===== src/rtl/barret_1973_pkg.sv =====
// Shared constants for GF(1973) arithmetic blocks.
// Holds the modulus, datapath widths and the Barrett constant used by
// barret_for_1973 and any other block working in the prime field GF(1973).
package barret_1973_pkg;

  localparam int unsigned MODULUS = 1973;
  localparam int unsigned DIN_W   = 21;
  localparam int unsigned DOUT_W  = 11;
  localparam int unsigned SHIFT_K = 22;
  localparam int unsigned MU      = 2125;
  localparam int unsigned MU_W    = 12;
  localparam int unsigned PROD_W  = 33;
  // Quotient estimate width: floor((2^21-1)*2125 / 2^22) = 1062 fits in 11 bits.
  localparam int unsigned Q_W     = 11;
  // Partial remainder width: t < 3*MODULUS = 5919 fits in 13 bits.
  localparam int unsigned T_W     = 13;

endpackage : barret_1973_pkg


===== src/rtl/barret_1973_corr.sv =====
// Final correction of the Barrett partial remainder.
// Ports:
//   t     - partial remainder, guaranteed < 3*MODULUS
//   rem_c - fully reduced remainder in 0..MODULUS-1 (combinational)
module barret_1973_corr
  import barret_1973_pkg::*;
(
  input  logic [T_W-1:0]    t,
  output logic [DOUT_W-1:0] rem_c
);

  logic ge_two_c;
  logic ge_one_c;

  // Both thresholds are compared in parallel; the larger one wins.
  always_comb begin
    ge_two_c = (t >= T_W'(2 * MODULUS));
    ge_one_c = (t >= T_W'(MODULUS));
    rem_c    = DOUT_W'(t);
    if (ge_two_c) begin
      rem_c = DOUT_W'(t - T_W'(2 * MODULUS));
    end else if (ge_one_c) begin
      rem_c = DOUT_W'(t - T_W'(MODULUS));
    end
  end

endmodule : barret_1973_corr


===== src/rtl/barret_for_1973.sv =====
// Registered Barrett reducer: dout_r = din_a mod 1973, one result per clock.
// Ports:
//   clk    - system clock, rising edge
//   rst    - synchronous active-high reset, clears all pipeline registers
//   din_a  - 21-bit unsigned value to reduce
//   dout_r - registered remainder in 0..1972
// Optional macro BARRET_1973_PIPE_EN inserts a register stage after the
// multiply (quotient estimate plus delayed input), raising latency to 2.
module barret_for_1973
  import barret_1973_pkg::*;
(
  input  logic              clk,
  input  logic              rst,
  input  logic [DIN_W-1:0]  din_a,
  output logic [DOUT_W-1:0] dout_r
);

  logic [PROD_W-1:0] prod_c;
  logic [Q_W-1:0]    q_c;
  logic [Q_W-1:0]    q_s;
  logic [DIN_W-1:0]  din_s;
  logic [DIN_W-1:0]  qm_c;
  logic [T_W-1:0]    t_c;
  logic [DOUT_W-1:0] rem_c;
  logic [DOUT_W-1:0] dout_d;
  logic [DOUT_W-1:0] dout_q;

  // Quotient estimate q = floor(din_a * MU / 2^SHIFT_K).
  always_comb begin
    prod_c = PROD_W'(din_a) * PROD_W'(MU);
    q_c    = Q_W'(prod_c >> SHIFT_K);
  end

`ifdef BARRET_1973_PIPE_EN
  logic [Q_W-1:0]   q_d;
  logic [Q_W-1:0]   q_q;
  logic [DIN_W-1:0] din_d;
  logic [DIN_W-1:0] din_q;

  always_comb begin
    q_d   = q_c;
    din_d = din_a;
  end

  // Timing-closure stage between the multiply and the subtract.
  always_ff @(posedge clk) begin
    if (rst) begin
      q_q   <= '0;
      din_q <= '0;
    end else begin
      q_q   <= q_d;
      din_q <= din_d;
    end
  end

  always_comb begin
    q_s   = q_q;
    din_s = din_q;
  end
`else
  always_comb begin
    q_s   = q_c;
    din_s = din_a;
  end
`endif

  // q*MODULUS never exceeds din, so the 21-bit difference is exact and
  // its low 13 bits hold the whole partial remainder.
  always_comb begin
    qm_c = DIN_W'(q_s) * DIN_W'(MODULUS);
    t_c  = T_W'(din_s - qm_c);
  end

  barret_1973_corr u_corr (
    .t     (t_c),
    .rem_c (rem_c)
  );

  always_comb begin
    dout_d = rem_c;
  end

  // Output register.
  always_ff @(posedge clk) begin
    if (rst) begin
      dout_q <= '0;
    end else begin
      dout_q <= dout_d;
    end
  end

  assign dout_r = dout_q;

endmodule : barret_for_1973


===== config.mk =====
export PLATFORM = sky130hd
export DESIGN_NAME = barret_for_1973
export DESIGN_NICKNAME = d
export VERILOG_FILES = /design/src/rtl/barret_1973_pkg.sv /design/src/rtl/barret_1973_corr.sv /design/src/rtl/barret_for_1973.sv
export SDC_FILE = /design/constraint.sdc
export NUM_CORES = 1
export LEC_CHECK = 0
export ABC_AREA = 1
export CAP_MARGIN = 15
export CORE_UTILIZATION = 60
export DETAILED_ROUTE_END_ITERATION = 7
export GPL_TIMING_DRIVEN = 0
export PLACE_DENSITY = 0.87
export RECOVER_POWER = 100
export SLEW_MARGIN = 30
export SYNTH_ARGS = -nofsm -noshare
export SYNTH_HDL_FRONTEND = slang
export SYNTH_SLANG_ARGS = --single-unit

===== constraint.sdc =====
create_clock -name clk -period 19.9 [get_ports clk]
set_input_delay 3.98 -clock clk [delete_from_list [all_inputs] [get_ports clk]]
set_output_delay 3.98 -clock clk [all_outputs]
set_load 0.02 [all_outputs]

# == Word level (Yosys, flattened, before mapping) ==
# Index checks and enable logic that the tools add are counted.
# W data, S select, Z words.
# word_totals
out_inout_bits,11
in_bits,23
elab_cells,10
reg_bits,11
# classes
mux,2
n_addsub,3
magnitude_cmp,2
n_mul,2
# ops
operator,n
$mul A21 B12 Y33 const B,1
$mux W11,2
$sub A11 B11 Y11 const B,2
$ge A13 B11 Y1 const B,1
$ge A13 B12 Y1 const B,1
$mul A11 B11 Y13 const B,1
$sub A13 B13 Y13,1

# == Depth between registers and ports, before layout ==
# Gate-level depths: netlist of run 1.
# logic_depth
ltp_word,6
ltp_mapped,47
ltp_nobuf,47

# == Hierarchy ==
# From an unflattened synthesis of run 1, not the netlist that was laid out.
# unflattened
cells_unflattened,1032
hier_area_um2,7205.7
# by_module_without_submodules
module,n_inst,cells_per_inst,seq_area_each_um2,area_per_inst_um2
barret_for_1973,1,844,220.2,6237.2
barret_1973_corr,1,188,0.0,968.4

# == Worst setup path after synthesis of run 1 ==
# Ideal clock, no wire load.
# synth_path
path_kind,input -> register
startpoint,input port din_a[9]
endpoint,register dout_q[8] (netlist: dout_r[8])
cell_stages,39
t_arrival_ps,11551
t_required_ps,19830
n_path_buf,1
path_slack_ps,8279
setup_ps,70
cell_sequence,ha_1 > fa_1 > fa_1 > inv_1 > fa_1 > inv_1 > ha_1 > nand2_1 > nand2_1 > o21bai_1 > a21oi_1 > nand3_2 > nand3_1 > nand2_1 > a31oi_1 > xor2_1 > ha_1 > inv_1 > [3 not listed] > fa_1 > fa_1 > inv_1 > ha_1 > inv_1 > nor3_1 > nand3_1 > nand4_1 > xor2_1 > inv_1 > nand2_1 > nor2_1 > a21oi_2 > buf_4 > nand3_1 > nand2_1 > nand2_1 > a21oi_1
# synth_via
elab_chain_cells,6
elab_cells_between_ends,9
classes_between,3 x add/sub; 2 x mul; 2 x order compare; 2 x mux
# synth_rtl
element,line,rtl
from (decl),barret_for_1973.sv:14,"input logic [DIN_W-1:0] din_a,"
$mul A21 B12 Y33,barret_for_1973.sv:30,prod_c = PROD_W'(din_a) * PROD_W'(MU);
$mul A11 B11 Y13,barret_for_1973.sv:70,qm_c = DIN_W'(q_s) * DIN_W'(MODULUS);
$sub A13 B13 Y13 (*),barret_for_1973.sv:71,t_c = T_W'(din_s - qm_c);
$sub A11 B11 Y11 / $ge A13 B11 Y1 (equally long branches),"barret_1973_corr.sv:23, barret_1973_corr.sv:18",
$mux W11,barret_1973_corr.sv:22,end else if (ge_one_c) begin
$mux W11 (*),barret_1973_corr.sv:20,if (ge_two_c) begin
to (signal assigned),barret_for_1973.sv:88,dout_q <= dout_d;
to (decl),barret_for_1973.sv:26,logic [DOUT_W-1:0] dout_q;
# Mark *: on every way between the ends. The rest lies on a longest branch, timed or not.
# A chain may end at the register's enable or synchronous reset.

# == Worst setup path in the final report of run 1 ==
# layout_path
startpoint,input port din_a[12]
endpoint,register dout_q[9] (netlist: dout_r[9])
# Same word-level chain as after synthesis.

==> impl_metrics.csv, run 1 <==
group,metric,value,unit
cts,cts_hold_buf,0,
timing,slew_headroom,66.4,%
die,io_pins,34,
timing,rsz0062_at_grt,"false",
cts,cts_setup_buffers,0,
die,die_h,111,um
global_route,grt_pass1_wl,26.4,mm
routing,drt-vias-per-instance,5.15,
job,cap_violations,0,
synthesis,synth_seq_cells,11,
final_layout,syn_to_final_growth,7.94,%
timing,period_share,67.4,%
global_route,grt_max_degree,11,
global_route,grt_use_total,25.8,%
final_layout,largest_register_ffs,11,
final_layout,fill_cells,952,
timing,setup_viol,0,
cts,cts_resized,0,
placed_design,pre_cts_slack,6700,ps
routing,routed_wl,15.2,mm
die,die_area,0.0124,mm2
timing,max_freq,0.0745,GHz
die,coreArea,0.0115,mm2
worst_setup_path,start_kind,"input pin",
worst_setup_path,critPathSlowestCell,"dlygate4sd3_1",
global_route,antenna_found_initial,0,
routing,avgRoutedWirePerCell,12.9,um
timing,layout_min_cycle_time,13420,ps
placed_design,place_congestion,0.926,
synthesis,ys_seq_area_share,3.07,%
cts,cts_buffers,3,
cts,clockBufferDepth,2,
placed_design,port_buffers,32,
worst_setup_path,arrival,13510,ps
worst_setup_path,end_kind,"register",
synthesis,syn-cell-area,0.00717,mm2
routing,drtIter0Drc,375,
final_layout,drive_gt1_share,5.60,%
min_path,hp-class,"in -> reg",
global_route,grt_pass1_vias,6071,
timing,tns,0,ps
cts,cts.sinks,11,
cts,htreeDepth,1,
synthesis,yosys_warnings,0,
timing,fin_ws,6480,ps
worst_setup_path,slowest_delay,800,ps
timing,slew_violations,0,
routing,firstDrtPassIters,5,
timing,hold_viol,0,
final_layout,regArea,220,um2
final_layout,antenna_cells,0,
synthesis,synthCells,999,
worst_setup_path,critical_path.max_fanout,10,
synthesis,syn_nets,1253,
timing,worstMarginPinSlew,500,ps
placed_design,dp_hpwl,13.4,mm
routing,postRouteAntennaNets,0,
synthesis,synth_cell_types,38,
cts,clkTransAtPathRegs,40,ps
final_layout,multiInputGateArea,0.00584,mm2
min_path,hold_path_depth,2,
routing,drc,0,
die,rows,39,
die,start_util,62.2,%
routing,route.vias.total,6065,
outcome,status,"complete, no violations",
worst_setup_path,required,19990,ps
cts,cts_tree,"yes",
final_layout,nets,1290,
die,die_w,111,um
worst_setup_path,critical_path_class,"in -> reg",
synthesis,syn_avg_cell_area,7.17,um2
cts,cts_root_buf,"clkbuf_16",
global_route,grt_overflow,0,
timing,whs,4140,ps
==> cell type report <==
type | instances | share of cell area (%)
flip-flops and latches | 11 | 2.85
plain buffers | 4 | 0.437
repair buffers | 32 | 4.14
multi-input cells | 701 | 75.5
clock buffers | 4 | 1.02
well taps | 143 | 2.31
inverters | 283 | 13.7
==> routing by layer <==
metal,up-vias,track usage (%),share of wire (%)
met2,127,49.9,51
met1,2808,30.7,44
li1,3103,-,-
met4,0,5.86,2.2
met5,-,0,0
met3,27,1.80,2.8
==> layout by cell type, fill, tap and decap left out, types with 2 or more instances in the layout <==
cell type | netlist | layout
clkbuf_16 | 0 | 3
or2_2 | 5 | 5
a211oi_1 | 2 | 2
o21bai_1 | 3 | 3
nand2_4 | 6 | 6
nand3_1 | 37 | 38
dlygate4sd3_1 | 0 | 12
fa_1 | 78 | 78
nor3_1 | 3 | 3
nor2_1 | 42 | 42
inv_2 | 8 | 8
nand2_1 | 229 | 229
ha_1 | 153 | 153
buf_6 | 2 | 2
nor2_4 | 2 | 2
o21ai_0 | 6 | 6
inv_1 | 275 | 275
dfxtp_1 | 11 | 11
xnor2_1 | 9 | 9
nand4_1 | 13 | 13
xor2_1 | 30 | 30
clkbuf_1 | 1 | 2
clkdlybuf4s50_1 | 0 | 20
a21oi_1 | 38 | 39
nor2_2 | 2 | 2
a21o_1 | 2 | 2
nand2_2 | 16 | 16
nand3b_1 | 2 | 2
a31oi_1 | 3 | 3
nand3_2 | 9 | 8
==> cells by family after synthesis <==
family / count (synthesis) / synth area share, %
and+or+nand+nor: 368 / 23.1
DFF: 11 / 3.07
adders and majority gates: 231 / 48.5
buffers and inverters: 287 / 15.3
xor gates and xnor gates: 40 / 4.99
AOI/OAI and AO/OA: 62 / 5.06
==> critical path: cells and delay by family <==
| family | cells | cell delay, ps |
|---|---|---|
| simple gates | 12 | 1710 |
| compound gates | 6 | 1160 |
| xor+xnor | 2 | 560 |
| buf+inv | 8 | 1300 |
| fa+ha+maj | 11 | 4790 |
==> Yosys cell counts, drive strengths merged <==
| master | count | area [um2] |
|---|---|---|
| nand4 | 13 | 81.3 |
| fa | 78 | 1560 |
| o221ai | 1 | 15.0 |
| nand3 | 46 | 275 |
| ha | 153 | 1910 |
| nand2 | 251 | 1030 |
| a21o | 2 | 15.0 |
| nor3 | 4 | 25.0 |
| dfxtp | 11 | 220 |
| clkbuf | 1 | 3.75 |
| inv | 283 | 1060 |
| o21bai | 3 | 22.5 |
| a21oi | 40 | 208 |
| o211ai | 1 | 7.51 |
| a31oi | 3 | 18.8 |
| nand3b | 2 | 15.0 |
| xnor2 | 9 | 78.8 |
| or2 | 5 | 31.3 |
| a211o | 1 | 8.76 |
| nor2 | 46 | 193 |
| a221oi | 1 | 8.76 |
| xor2 | 31 | 279 |
| a211oi | 2 | 15.0 |
| buf | 3 | 30.0 |
| nand2b | 1 | 6.26 |
| o21ai | 8 | 43.8 |
==> per-stage QoR <==
| stage | util, % | area [um2] | cells |
|---|---|---|---|
| finish | 67.2 | 7740 | 1178 |
| global route | 67.2 | 7740 | 1178 |
| CTS | 67.3 | 7740 | 1178 |
| detailed placement | 66.6 | 7670 | 1174 |
| global placement | 66.6 | 7670 | 1174 |
| floorplan | - | 7170 | 999 |
==> path summary, 6_finish.rpt <==
check,startpoint,end,slack (ps)
max,din_a[12],dout_r[9],6480
min,rst,dout_r[8],4140
Power of run 1 is left out: the tool's default activity adds up to more than one toggle a clock period on the data nets, which glitch-free logic cannot reach.
==> run 2: changes to the inputs <==
==> constraint.sdc (replaced) <==
create_clock -name clk -period 12.6 [get_ports clk]
set_input_delay 2.52 -clock clk [delete_from_list [all_inputs] [get_ports clk]]
set_output_delay 2.52 -clock clk [all_outputs]
set_load 0.02 [all_outputs]
==> impl_metrics.csv, run 2 (synthesized netlist as in run 1, its figures left out) <==
group,metric,value,unit
routing,firstDrtPassIters,5,
worst_setup_path,arrival,11810,ps
global_route,grt_overflow,0,
placed_design,dp_hpwl,13.4,mm
routing,route.vias.total,6063,
timing,fin_ws,878,ps
timing,slew_violations,0,
job,cap_violations,0,
routing,drt-vias-per-instance,5.15,
cts,clkTransAtPathRegs,40,ps
cts,cts_tree,"yes",
cts,cts_buffers,3,
timing,hold_viol,0,
die,die_h,111,um
final_layout,multiInputGateArea,0.00585,mm2
timing,max_freq,0.0853,GHz
outcome,status,"complete, no violations",
global_route,antenna_found_initial,0,
min_path,hp-class,"in -> reg",
worst_setup_path,critical_path_class,"in -> reg",
final_layout,nets,1290,
routing,drtIter0Drc,374,
final_layout,fill_cells,950,
routing,postRouteAntennaNets,0,
global_route,grt_pass1_vias,6074,
die,coreArea,0.0115,mm2
cts,cts_root_buf,"clkbuf_16",
timing,tns,0,ps
timing,layout_min_cycle_time,11720,ps
global_route,grt_use_total,25.8,%
min_path,hold_start,"rst",
global_route,grt_pass1_wl,26.4,mm
final_layout,drive_gt1_share,5.80,%
placed_design,place_congestion,0.926,
die,io_pins,34,
die,die_area,0.0124,mm2
final_layout,final_common_cell,"inv_1",
placed_design,port_buffers,32,
worst_setup_path,critPathSlowestCell,"dlygate4sd3_1",
final_layout,regArea,220,um2
timing,rsz0062_at_grt,"false",
die,start_util,62.2,%
worst_setup_path,start_kind,"input pin",
cts,cts_hold_buf,0,
final_layout,final_cell_mix,"inv_1 (275), nand2_1 (229), ha_1 (153)",
cts,cts.sinks,11,
global_route,grt_max_degree,11,
cts,htreeDepth,1,
final_layout,antenna_cells,0,
min_path,min_to,"dout_r[8]",
cts,cts_resized,0,
routing,routed_wl,15.2,mm
die,die_w,111,um
timing,worstMarginPinSlew,502,ps
cts,cts_setup_buffers,0,
worst_setup_path,startpoint,"din_a[12]",
min_path,hold_path_depth,2,
placed_design,pre_cts_slack,862,ps
routing,avgRoutedWirePerCell,12.9,um
routing,drc,0,
timing,setup_viol,0,
final_layout,syn_to_final_growth,8.07,%
timing,period_share,93.0,%
die,rows,39,
worst_setup_path,slowest_delay,800,ps
cts,clockBufferDepth,2,
worst_setup_path,end_kind,"register",
worst_setup_path,required,12690,ps
worst_setup_path,critical_path.max_fanout,10,
final_layout,largest_register_ffs,11,
timing,slew_headroom,66.3,%
[run 2: layout make-up]
cell class | count | share of cell area, %
buffer | 4 | 0.436
sequential | 11 | 2.84
multi-input combinational | 701 | 75.5
timing repair buffer | 32 | 4.14
inverter | 283 | 13.7
clock buffer | 4 | 1.02
tap | 143 | 2.31
[run 2: worst max-delay path, delay by kind of cell]
family | cells | cell delay (ps)
AOI/OAI and AO/OA | 6 | 1100
xor gates and xnor gates | 2 | 560
adders and majority gates | 11 | 4790
buffers and inverters | 8 | 1300
and+or+nand+nor | 12 | 1530
[run 2: stage by stage]
step	util [%]	instances	hold WS, ps	cell area (um2)
2_1_floorplan	-	999	2830	7170
4_1_cts	67.3	1178	2690	7740
3_3_place_gp	66.6	1174	2900	7670
6_report	67.3	1178	2690	7740
5_1_grt	67.3	1178	2720	7740
3_5_place_dp	66.6	1174	2900	7670
[run 2: layer usage]
layer,global-route usage (%),wire length (um),vias to the layer above
met2,49.9,7790,124
met1,30.7,6650,2800
met4,5.86,348,0
met3,1.80,395,31
met5,0,0,-
li1,-,-,3108
[run 2: worst max-delay path by stage]
stage                 to  slack (ps)  depth (start not counted)
2_1_floorplan  dout_r[8]        2440                         39
3_3_place_gp   dout_r[5]         950                         39
3_5_place_dp   dout_r[4]         860                         39
4_1_cts        dout_r[9]        1030                         39
5_1_grt        dout_r[9]         270                         39
6_report       dout_r[9]         880                         39
Power of run 2 is left out for the same reason.
==> run 3: changes to the inputs <==
--- a/config.mk
+++ b/config.mk
@@ -7,11 +7,10 @@
 export LEC_CHECK = 0
 export ABC_AREA = 1
 export CAP_MARGIN = 15
-export CORE_UTILIZATION = 60
+export CORE_UTILIZATION = 55
 export DETAILED_ROUTE_END_ITERATION = 7
 export GPL_TIMING_DRIVEN = 0
-export PLACE_DENSITY = 0.87
-export RECOVER_POWER = 100
+export PLACE_DENSITY = 0.82
 export SLEW_MARGIN = 30
 export SYNTH_ARGS = -nofsm -noshare
 export SYNTH_HDL_FRONTEND = slang
==> impl_metrics.csv, run 3 (synthesized netlist as in run 1, its figures left out) <==
group,metric,value,unit
worst_setup_path,critical_path.max_fanout,10,
routing,avgRoutedWirePerCell,12.1,um
cts,cts_setup_buffers,0,
worst_setup_path,slowest_delay,780,ps
global_route,grt_pass1_vias,5838,
worst_setup_path,critPathBufInv,9,
cts,cts_tree,"yes",
routing,routed_wl,14.6,mm
cts,clkTransAtPathRegs,40,ps
timing,max_freq,0.0862,GHz
outcome,status,"complete, no violations",
die,coreArea,0.0127,mm2
global_route,grt_use_total,23.9,%
cts,cts_root_buf,"clkbuf_16",
timing,rsz0062_at_grt,"false",
die,die_w,116,um
worst_setup_path,arrival,11740,ps
timing,slew_headroom,66.0,%
worst_setup_path,endpoint,"dout_r[2]",
timing,period_share,92.1,%
timing,hold_viol,0,
worst_setup_path,crit_top_cell,"inv_1",
timing,fin_ws,993,ps
routing,drtIter0Drc,273,
worst_setup_path,required,12730,ps
final_layout,fill_cells,1146,
global_route,grt_max_degree,11,
cts,cts.sinks,11,
worst_setup_path,path_depth,39,
cts,clockBufferDepth,2,
die,die_h,116,um
die,io_pins,34,
routing,firstDrtPassIters,4,
cts,cts_buffers,3,
timing,layout_min_cycle_time,11610,ps
placed_design,dp_hpwl,13.2,mm
routing,drt-vias-per-instance,4.95,
global_route,grt_pass1_wl,25.7,mm
timing,tns,0,ps
global_route,grt_overflow,0,
placed_design,pre_cts_slack,751,ps
timing,worstMarginPinSlew,506,ps
final_layout,largest_register_ffs,11,
global_route,antenna_found_initial,0,
cts,cts_hold_buf,0,
final_layout,nets,1290,
die,start_util,56.6,%
cts,htreeDepth,1,
worst_setup_path,critPathSlowestCell,"clkdlybuf4s50_1",
die,die_area,0.0135,mm2
worst_setup_path,critical_path_class,"in -> reg",
routing,postRouteAntennaNets,0,
worst_setup_path,end_kind,"register",
cts,cts_resized,0,
final_layout,antenna_cells,0,
placed_design,place_congestion,0.901,
timing,slew_violations,0,
min_path,hp-class,"in -> reg",
final_layout,drive_gt1_share,5.80,%
die,rows,41,
timing,setup_viol,0,
job,cap_violations,0,
final_layout,final_util,61.4,%
placed_design,port_buffers,32,
final_layout,syn_to_final_growth,8.57,%
final_layout,final_common_cell,"inv_1",
routing,route.vias.total,5972,
worst_setup_path,start_kind,"input pin",
worst_setup_path,cp_top_family,"adder cells",
final_layout,final_cell_mix,"inv_1 (275), nand2_1 (229), ha_1 (153)",
worst_setup_path,startpoint,"din_a[11]",
routing,drc,0,
==> run 3: cell types whose count changed in the layout (fill, tap and decap cells not counted) <==
cell	delta
clkdlybuf4s50_1	+12
dlygate4sd3_1	-12
==> run 3: through the flow <==
step	area, um2	instances	hold WS [ps]
global route	7780	1207	2690
floorplan	7170	999	2830
detailed placement	7700	1203	2910
finish	7780	1207	2670
global placement	7700	1203	2900
CTS	7780	1207	2670
==> run 3: final cells by class <==
cell class	instances	area [um2]	area share [%]
inverters	283	1060	13.7
multi-input cells	701	5850	75.2
plain buffers	4	33.8	0.434
clock buffers	4	78.8	1.01
flip-flops and latches	11	220	2.83
well taps	172	215	2.77
repair buffers	32	320	4.12
==> run 3: routing by layer <==
layer | part of all wire, % | vias to the layer above | GRT usage [%]
li1 | - | 3107 | -
met1 | 45 | 2767 | 29.6
met2 | 50 | 79 | 45.4
met3 | 1.7 | 19 | 1.25
met4 | 2.5 | 0 | 5.21
met5 | 0 | - | 0
==> run 3: worst min path at each step <==
stage,depth (start not counted),startpoint,endpoint
floorplan,2,rst,dout_r[10]
global placement,2,rst,dout_r[6]
detailed placement,2,rst,dout_r[6]
CTS,2,rst,dout_r[6]
global route,2,rst,dout_r[5]
finish,2,rst,dout_r[7]
Power of run 3 is left out for the same reason.
